**src/rtl/fb_pixel_serializer.sv**
```systemverilog
// Unpacks framebuffer stream beats into RGB565 pixels with start-of-frame and
// end-of-line markers, tracking x/y position and checking tlast alignment.
module fb_pixel_serializer #(
    parameter int STREAM_WIDTH      = 16,
    parameter int LINE_WIDTH_PIXELS = 320,
    parameter int LINE_COUNT        = 240
) (
    input  logic                    aclk,
    input  logic                    resetn,
    input  logic                    s_axis_tvalid,
    output logic                    s_axis_tready,
    input  logic                    s_axis_tlast,
    input  logic [STREAM_WIDTH-1:0] s_axis_tdata,
    output logic                    m_pixel_tvalid,
    input  logic                    m_pixel_tready,
    output logic [15:0]             m_pixel_tdata,
    output logic                    m_pixel_tuser,
    output logic                    m_pixel_tlast,
    output logic                    frame_done,
    output logic                    err_sync
);

    localparam int PPW    = STREAM_WIDTH / 16;
    localparam int LANE_W = (PPW > 1) ? $clog2(PPW) : 1;
    localparam int X_W    = (LINE_WIDTH_PIXELS > 1) ? $clog2(LINE_WIDTH_PIXELS) : 1;
    localparam int Y_W    = (LINE_COUNT > 1) ? $clog2(LINE_COUNT) : 1;

    localparam logic [LANE_W-1:0] LANE_LAST = LANE_W'(PPW - 1);
    localparam logic [X_W-1:0]    X_LAST    = X_W'(LINE_WIDTH_PIXELS - 1);
    localparam logic [Y_W-1:0]    Y_LAST    = Y_W'(LINE_COUNT - 1);

    generate
        if (!(STREAM_WIDTH == 16 || STREAM_WIDTH == 32 || STREAM_WIDTH == 64 ||
              STREAM_WIDTH == 128 || STREAM_WIDTH == 256) ||
            LINE_WIDTH_PIXELS < 1 || LINE_COUNT < 1 ||
            ((LINE_WIDTH_PIXELS * LINE_COUNT) % PPW) != 0) begin : g_bad_params
            $error("fb_pixel_serializer: illegal parameter combination");
        end
    endgenerate

    logic [STREAM_WIDTH-1:0] r_hold_data;
    logic                    r_hold_last;
    logic                    r_hold_valid;
    logic [LANE_W-1:0]       r_lane;
    logic [X_W-1:0]          r_x;
    logic [Y_W-1:0]          r_y;
    logic                    r_frame_done;
    logic                    r_err_sync;

    logic        w_pix_hs;
    logic        w_beat_end;
    logic        w_accept;
    logic        w_x_last;
    logic        w_y_last;
    logic        w_frame_last;
    logic [15:0] w_pixel;

    assign w_pix_hs     = r_hold_valid & m_pixel_tready;
    assign w_beat_end   = w_pix_hs & (r_lane == LANE_LAST);
    assign w_x_last     = (r_x == X_LAST);
    assign w_y_last     = (r_y == Y_LAST);
    assign w_frame_last = w_x_last & w_y_last;

    // A beat may be accepted in the same cycle its last lane drains, so a
    // continuous input stream produces pixels with no bubbles.
    assign s_axis_tready = ~r_hold_valid | w_beat_end;
    assign w_accept      = s_axis_tvalid & s_axis_tready;

    generate
        if (PPW == 1) begin : g_single_lane
            assign w_pixel = r_hold_data[15:0];
        end else begin : g_multi_lane
            assign w_pixel = r_hold_data[r_lane*16 +: 16];
        end
    endgenerate

    always_ff @(posedge aclk or negedge resetn) begin
        if (!resetn) begin
            r_hold_data  <= '0;
            r_hold_last  <= 1'b0;
            r_hold_valid <= 1'b0;
            r_lane       <= '0;
            r_x          <= '0;
            r_y          <= '0;
            r_frame_done <= 1'b0;
            r_err_sync   <= 1'b0;
        end else begin
            // NOTE: state registers use non-blocking assignments so every
            // right-hand side sees pre-edge values regardless of statement order.
            r_frame_done <= 1'b0;

            if (w_accept) begin
                r_hold_data  <= s_axis_tdata;
                r_hold_last  <= s_axis_tlast;
                r_hold_valid <= 1'b1;
                r_lane       <= '0;
            end else if (w_beat_end) begin
                r_hold_valid <= 1'b0;
                r_lane       <= '0;
            end else if (w_pix_hs) begin
                r_lane <= r_lane + 1'b1;
            end

            if (w_pix_hs) begin
                if (w_beat_end && r_hold_last && !w_frame_last) begin
                    // Early tlast: resynchronise to the upstream frame boundary.
                    r_err_sync   <= 1'b1;
                    r_x          <= '0;
                    r_y          <= '0;
                    r_frame_done <= 1'b1;
                end else begin
                    r_x <= w_x_last ? '0 : r_x + 1'b1;
                    if (w_x_last) begin
                        r_y <= w_y_last ? '0 : r_y + 1'b1;
                    end
                    if (w_frame_last) begin
                        r_frame_done <= 1'b1;
                        if (w_beat_end && !r_hold_last) begin
                            r_err_sync <= 1'b1;
                        end
                    end
                end
            end
        end
    end

    assign m_pixel_tvalid = r_hold_valid;
    assign m_pixel_tdata  = w_pixel;
    assign m_pixel_tuser  = r_hold_valid & (r_x == '0) & (r_y == '0);
    assign m_pixel_tlast  = r_hold_valid & w_x_last;
    assign frame_done     = r_frame_done;
    assign err_sync       = r_err_sync;

endmodule
```
**config.mk**
```make
export PLATFORM = sky130hd
export DESIGN_NAME = fb_pixel_serializer
export DESIGN_NICKNAME = d
export VERILOG_FILES = /design/src/rtl/fb_pixel_serializer.sv
export SDC_FILE = /design/constraint.sdc
export NUM_CORES = 1
export LEC_CHECK = 0
export BUFFER_PORTS_ARGS = -buffer_cell sky130_fd_sc_hd__buf_2
export CAP_MARGIN = 20
export CORE_MARGIN = 2
export CORE_UTILIZATION = 30
export DETAILED_ROUTE_END_ITERATION = 8
export PLACE_DENSITY = 0.52
export RECOVER_POWER = 100
export SYNTH_ARGS = -nofsm -noshare
export SYNTH_HDL_FRONTEND = slang
export SYNTH_SLANG_ARGS = --single-unit
```
**constraint.sdc**
```tcl
create_clock -name aclk -period 3.9 [get_ports aclk]
set_clock_uncertainty 0.2 [all_clocks]
set_input_delay 0 -clock aclk [delete_from_list [all_inputs] [get_ports aclk]]
set_output_delay 0 -clock aclk [all_outputs]
set_load 0.02 [all_outputs]
```
-- After elaboration in Yosys (flattened, before gate mapping)
Index checks and enable logic that the tools add are counted.
- output and inout port bits: 22
- bits in registers: 38
- logic and storage cells: 53
- input port bits: 21
- equality and inequality tests: 2
- reductions and logical operators: 14
- bitwise gates (word level): 10
- multiplexer cells: 16
- $add $sub $neg: 3
- operator list (kind ; number):
    8-bit two-way mux ; 3
    9-bit two-way mux ; 2
    1-bit two-way mux ; 11
    9-bit by 1-bit adder with 9-bit output, second input constant ; 1
    9-bit equality test, second input constant ; 1
    9-bit logical NOT ; 1
    8-bit by 1-bit adder with 8-bit output, second input constant ; 1
    8-bit equality test, second input constant ; 1
    8-bit logical NOT ; 1
    2-bit nonzero test ; 4
    1-bit AND ; 7
    1-bit logical AND ; 3
    3-bit AND reduction ; 1
    3-bit nonzero test ; 1
    1-bit logical NOT ; 2
    1-bit NOT ; 2
    2-bit AND reduction ; 1
    1-bit adder, second input constant ; 1
    1-bit bitwise OR ; 1

-- Logic depth before layout (Yosys ltp)
- depth after elaboration: 6
- gate-level depth with buffers: 6
- depth with buffers taken out: 5

-- Least setup slack after synthesis
OpenSTA, ideal clock, no wires.
- kind: reg-to-reg
- start: register r_hold_valid (netlist: m_pixel_tvalid)
- end: register r_hold_data[10] (netlist: m_pixel_tdata[10])
- cell stages (with the launch flop): 7
- arrival: 1.754 ns
- period minus slack after synthesis: 2.081 ns
- path slack: 1.819 ns
- data required time: 3.572 ns
- path buffers: 3
- path through: dfrtp_1 buf_2 o21ai_1 and2_1 buf_2 buf_4 mux2_1
- cells in the longest elaborated chain, start to end: 4
- elaborated cells between the ends (all ways): 5
- those cells by class: bitwise (5)
- RTL lines (item ; RTL line ; RTL):
    start, declared ; 43 ; logic r_hold_valid;
    start signal, assigned ; 81 ; r_hold_valid <= 1'b0;
    start signal, assigned ; 95 ; r_hold_valid <= 1'b1;
    start signal, assigned ; 98 ; r_hold_valid <= 1'b0;
    1-bit AND ; 58 ; assign w_pix_hs = r_hold_valid & m_pixel_tready;
    1-bit AND ; 59 ; assign w_beat_end = w_pix_hs & (r_lane == LANE_LAST);
    1-bit bitwise OR * ; 66 ; assign s_axis_tready = ~r_hold_valid | w_beat_end;
    via s_axis_tready ; 11 ; output logic s_axis_tready,
    1-bit AND * ; 67 ; assign w_accept = s_axis_tvalid & s_axis_tready;
    end signal, assigned ; 93 ; r_hold_data <= s_axis_tdata;
    end, declared ; 41 ; logic [STREAM_WIDTH-1:0] r_hold_data;
The timed path passes the listed nets; every way through them passes the cells marked *.
A chain may end at the register's enable or synchronous reset.

-- Worst setup path after layout
- start: input port m_pixel_tready
- end: register r_hold_data[5] (netlist: m_pixel_tdata[5])
- cells in the longest elaborated chain, start to end: 4
- RTL lines (item ; RTL line ; RTL):
    start, declared ; 15 ; input logic m_pixel_tready,
    1-bit AND ; 58 ;
    1-bit AND ; 59 ;
    1-bit bitwise OR ; 66 ;
    1-bit AND ; 67 ;
No other way between the ends.

==> results.cfg <==
[outcome]
status = complete, but fails checks
violations = max-capacitance violations, max-slew violations

[drt]
ant_nets = 0
drc = 0
drt_first_pass_iters = 4
viasPerCell = 4.93
drt-initial-drc-count = 101
vias = 1493
wl_mm = 4.07
wl_per_cell_um = 13.4

[grt]
gr-total-overflow = 0
antenna_found_initial = 0
grt_max_degree = 39
grt_usage_pct = 13.9
grt_pass1_vias = 1543
grt_pass1_wl_mm = 7.17

[critical_path]
end_kind = flop
crit_start = m_pixel_tready
crit_path_max_incr_delay_ps = 950
required_ps = 3880
reg2reg_depth = 4
regToRegEndpoint = r_y[0]
slowest_stage = and2_0
crit_chain = dlygate4sd3_1 > clkbuf_1 > inv_1 > o21ai_0 > and2_0 > mux2_1
cp.arrival_ps = 2460
crit_path_start_kind = primary input
r2r_slack_ps = 1530
criticalPathCategory = primary input to flop
worstReg2RegStart = m_pixel_tvalid
cp_max_fo = 18

[timing]
hold_violations = 0
worst_slew_pin_slew_ps = 2040
final_max_slew_viol_count = 39
min_period_ps = 2480
fin_tns_setup_ps = 0
relSlewSlack_pct = -36.1
period_share_pct = 63.6
rsz0062_at_grt = no
fmax_mhz = 403
setup_viol = 0

[synthesis]
ys_types = 42
async_flop_share_pct = 100
syn_inst = 162
ys_seq_area_share_pct = 52.3
synth_seq_cells = 38
netlist_area_um2 = 1820
ys.flop_type = dfrtp_1
yosys_warnings = 0
synth_area_per_cell_um2 = 11.2
synth_nets = 187
synth-edff-count = 0

[finish]
area_growth_syn_to_layout_pct = 33.0
multi_input_area_um2 = 811
layout-drive-gt1-share_pct = 12.7
seq_area_um2 = 951
antenna_cells = 0
layout_commonest_cell = dfrtp_1
fillCellCount = 601
layout.nets = 252
final_cell_mix = dfrtp_1, clkbuf_1, dlygate4sd3_1, buf_2, mux2_1

[power_and_ir_drop]
peakVddDrop_mv = 0.241
p_leak_nw = 1.02
power.density_nw_per_um2 = 475
p_total_mw = 1.15

[clock_tree]
cts_made_buffers = 5
clkSlewWorstSetupHoldPaths_ps = 70
clkLatencyLatePin_ps = 300
ctsResizeCount = 0
cts-root-buf = clkbuf_8
cts-htree-levels = 2
cts_tree = built
cts.sinks = 38
cts.path.max_buffers = 2

[floorplanning]
die_h_um = 81.8
rows = 28
ios = 43
core_um2 = 5890
dieArea_um2 = 6690
start_util_pct = 30.9
die-width_um = 81.8

[worst_hold_path]
hp-class = primary input to flop
min_path_cells = 3
hold-path-endpoint = m_pixel_tdata[3]
holdCritStartpoint = s_axis_tdata[3]

[job]
maxCapViolCount = 1

[placement]
routabilityCongestion = 0.802
detailed_place_hpwl_mm = 2.70
port_buffers = 42
## cells in the mapped netlist (all sizes together), types with 2 or more instances
cell / number / area (µm²)
nand2: 12 / 47.6
dfrtp: 38 / 951
or4: 2 / 15.0
o31ai: 5 / 37.5
nand3b: 2 / 15.0
nor4: 3 / 18.8
nor3: 2 / 10.0
nand4b: 2 / 17.5
nand3: 5 / 25.0
and4: 2 / 17.5
nor2: 14 / 55.1
nand4: 3 / 25.0
xor2: 5 / 43.8
inv: 7 / 26.3
o21ai: 6 / 30.0
or3: 3 / 18.8
buf: 4 / 22.5
a21oi: 5 / 25.0
xnor2: 2 / 17.5
and2: 2 / 12.5
ha: 4 / 50.1
nor4b: 2 / 17.5
mux2: 18 / 203
## area by class of cell
class	instances	share of cell area [%]
inverters	7	1.09
clock buffers	6	3.42
clock inverters	2	2.49
repair buffers	63	16.2
well taps	75	3.88
flip-flops and latches	38	39.4
multi-input cells	112	33.6
## logic make-up (layout without fill, tap and decap cells)
family / Yosys count / count (layout) / share of synthesized area [%]
simple gates: 59 / 59 / 18.6
mux: 19 / 19 / 11.7
xor+xnor: 7 / 7 / 3.37
compound gates: 23 / 23 / 8.33
fa+ha+maj: 4 / 4 / 2.75
buf+inv: 12 / 78 / 2.89
flops: 38 / 38 / 52.3
## routing by layer
| metal | part of all wire, % | wire length [µm] | GRT usage (%) |
|---|---|---|---|
| met1 | 46 | 1880 | 18.4 |
| met4 | 1.4 | 57 | 4.00 |
| met5 | 0 | 0 | 0 |
| met2 | 47 | 1910 | 22.2 |
| met3 | 5.7 | 231 | 3.85 |
## worst max-delay path, delay by kind of cell
kind	cells	cell delay, ps
buffers and inverters	3	820
AO/OA/AOI/OAI	1	280
AND/OR/NAND/NOR	1	950
multiplexers	1	400
## power breakdown
group | leakage [nW] | internal, mW | total [mW] | switching (mW)
combinational | 0.476 | 0.0964 | 0.228 | 0.131
sequential | 0.474 | 0.448 | 0.498 | 0.0498
clock | 0.0714 | 0.273 | 0.423 | 0.150
## timing repair
item / 4_1_cts / 5_1_grt
hold endpoints to repair: 59 / 0
setup buffers: 0 / 0
hold buffers: 21 / 0
setup endpoints to repair: 0 / 0
## registers in the layout, indices dropped and copies added, names as in the netlist
| signal | flops |
|---|---|
| r_hold_last | 1 |
| frame_done | 1 |
| r_x | 9 |
| m_pixel_tdata | 16 |
| r_y | 8 |
| m_pixel_tvalid | 1 |
| r_lane | 1 |
| err_sync | 1 |
## through the flow
step | utilization (%) | hold slack [ps] | instances | setup WS [ps] | instance area (µm²)
floorplan | - | -496 | 162 | 1820 | 1820
global placement | 35.6 | -38.0 | 274 | 1800 | 2090
detailed placement | 35.6 | -38.5 | 274 | 1710 | 2090
CTS | 41.6 | 179 | 303 | 1700 | 2450
global route | 41.1 | 254 | 303 | 1180 | 2420
finish | 41.1 | 251 | 303 | 1420 | 2420
## how the worst max path moves through the flow
| stage | to | cells after the start | slack (ps) |
|---|---|---|---|
| after floorplan | m_pixel_tdata[10] | 6 | 1820 |
| after global routing | m_pixel_tdata[5] | 6 | 1180 |
| after detailed placement | r_y[0] | 4 | 1710 |
| final | m_pixel_tdata[5] | 6 | 1420 |
| after global placement | r_y[0] | 4 | 1800 |
| after CTS | r_y[0] | 4 | 1700 |
No activity file was read; power rests on OpenSTA's default activity.
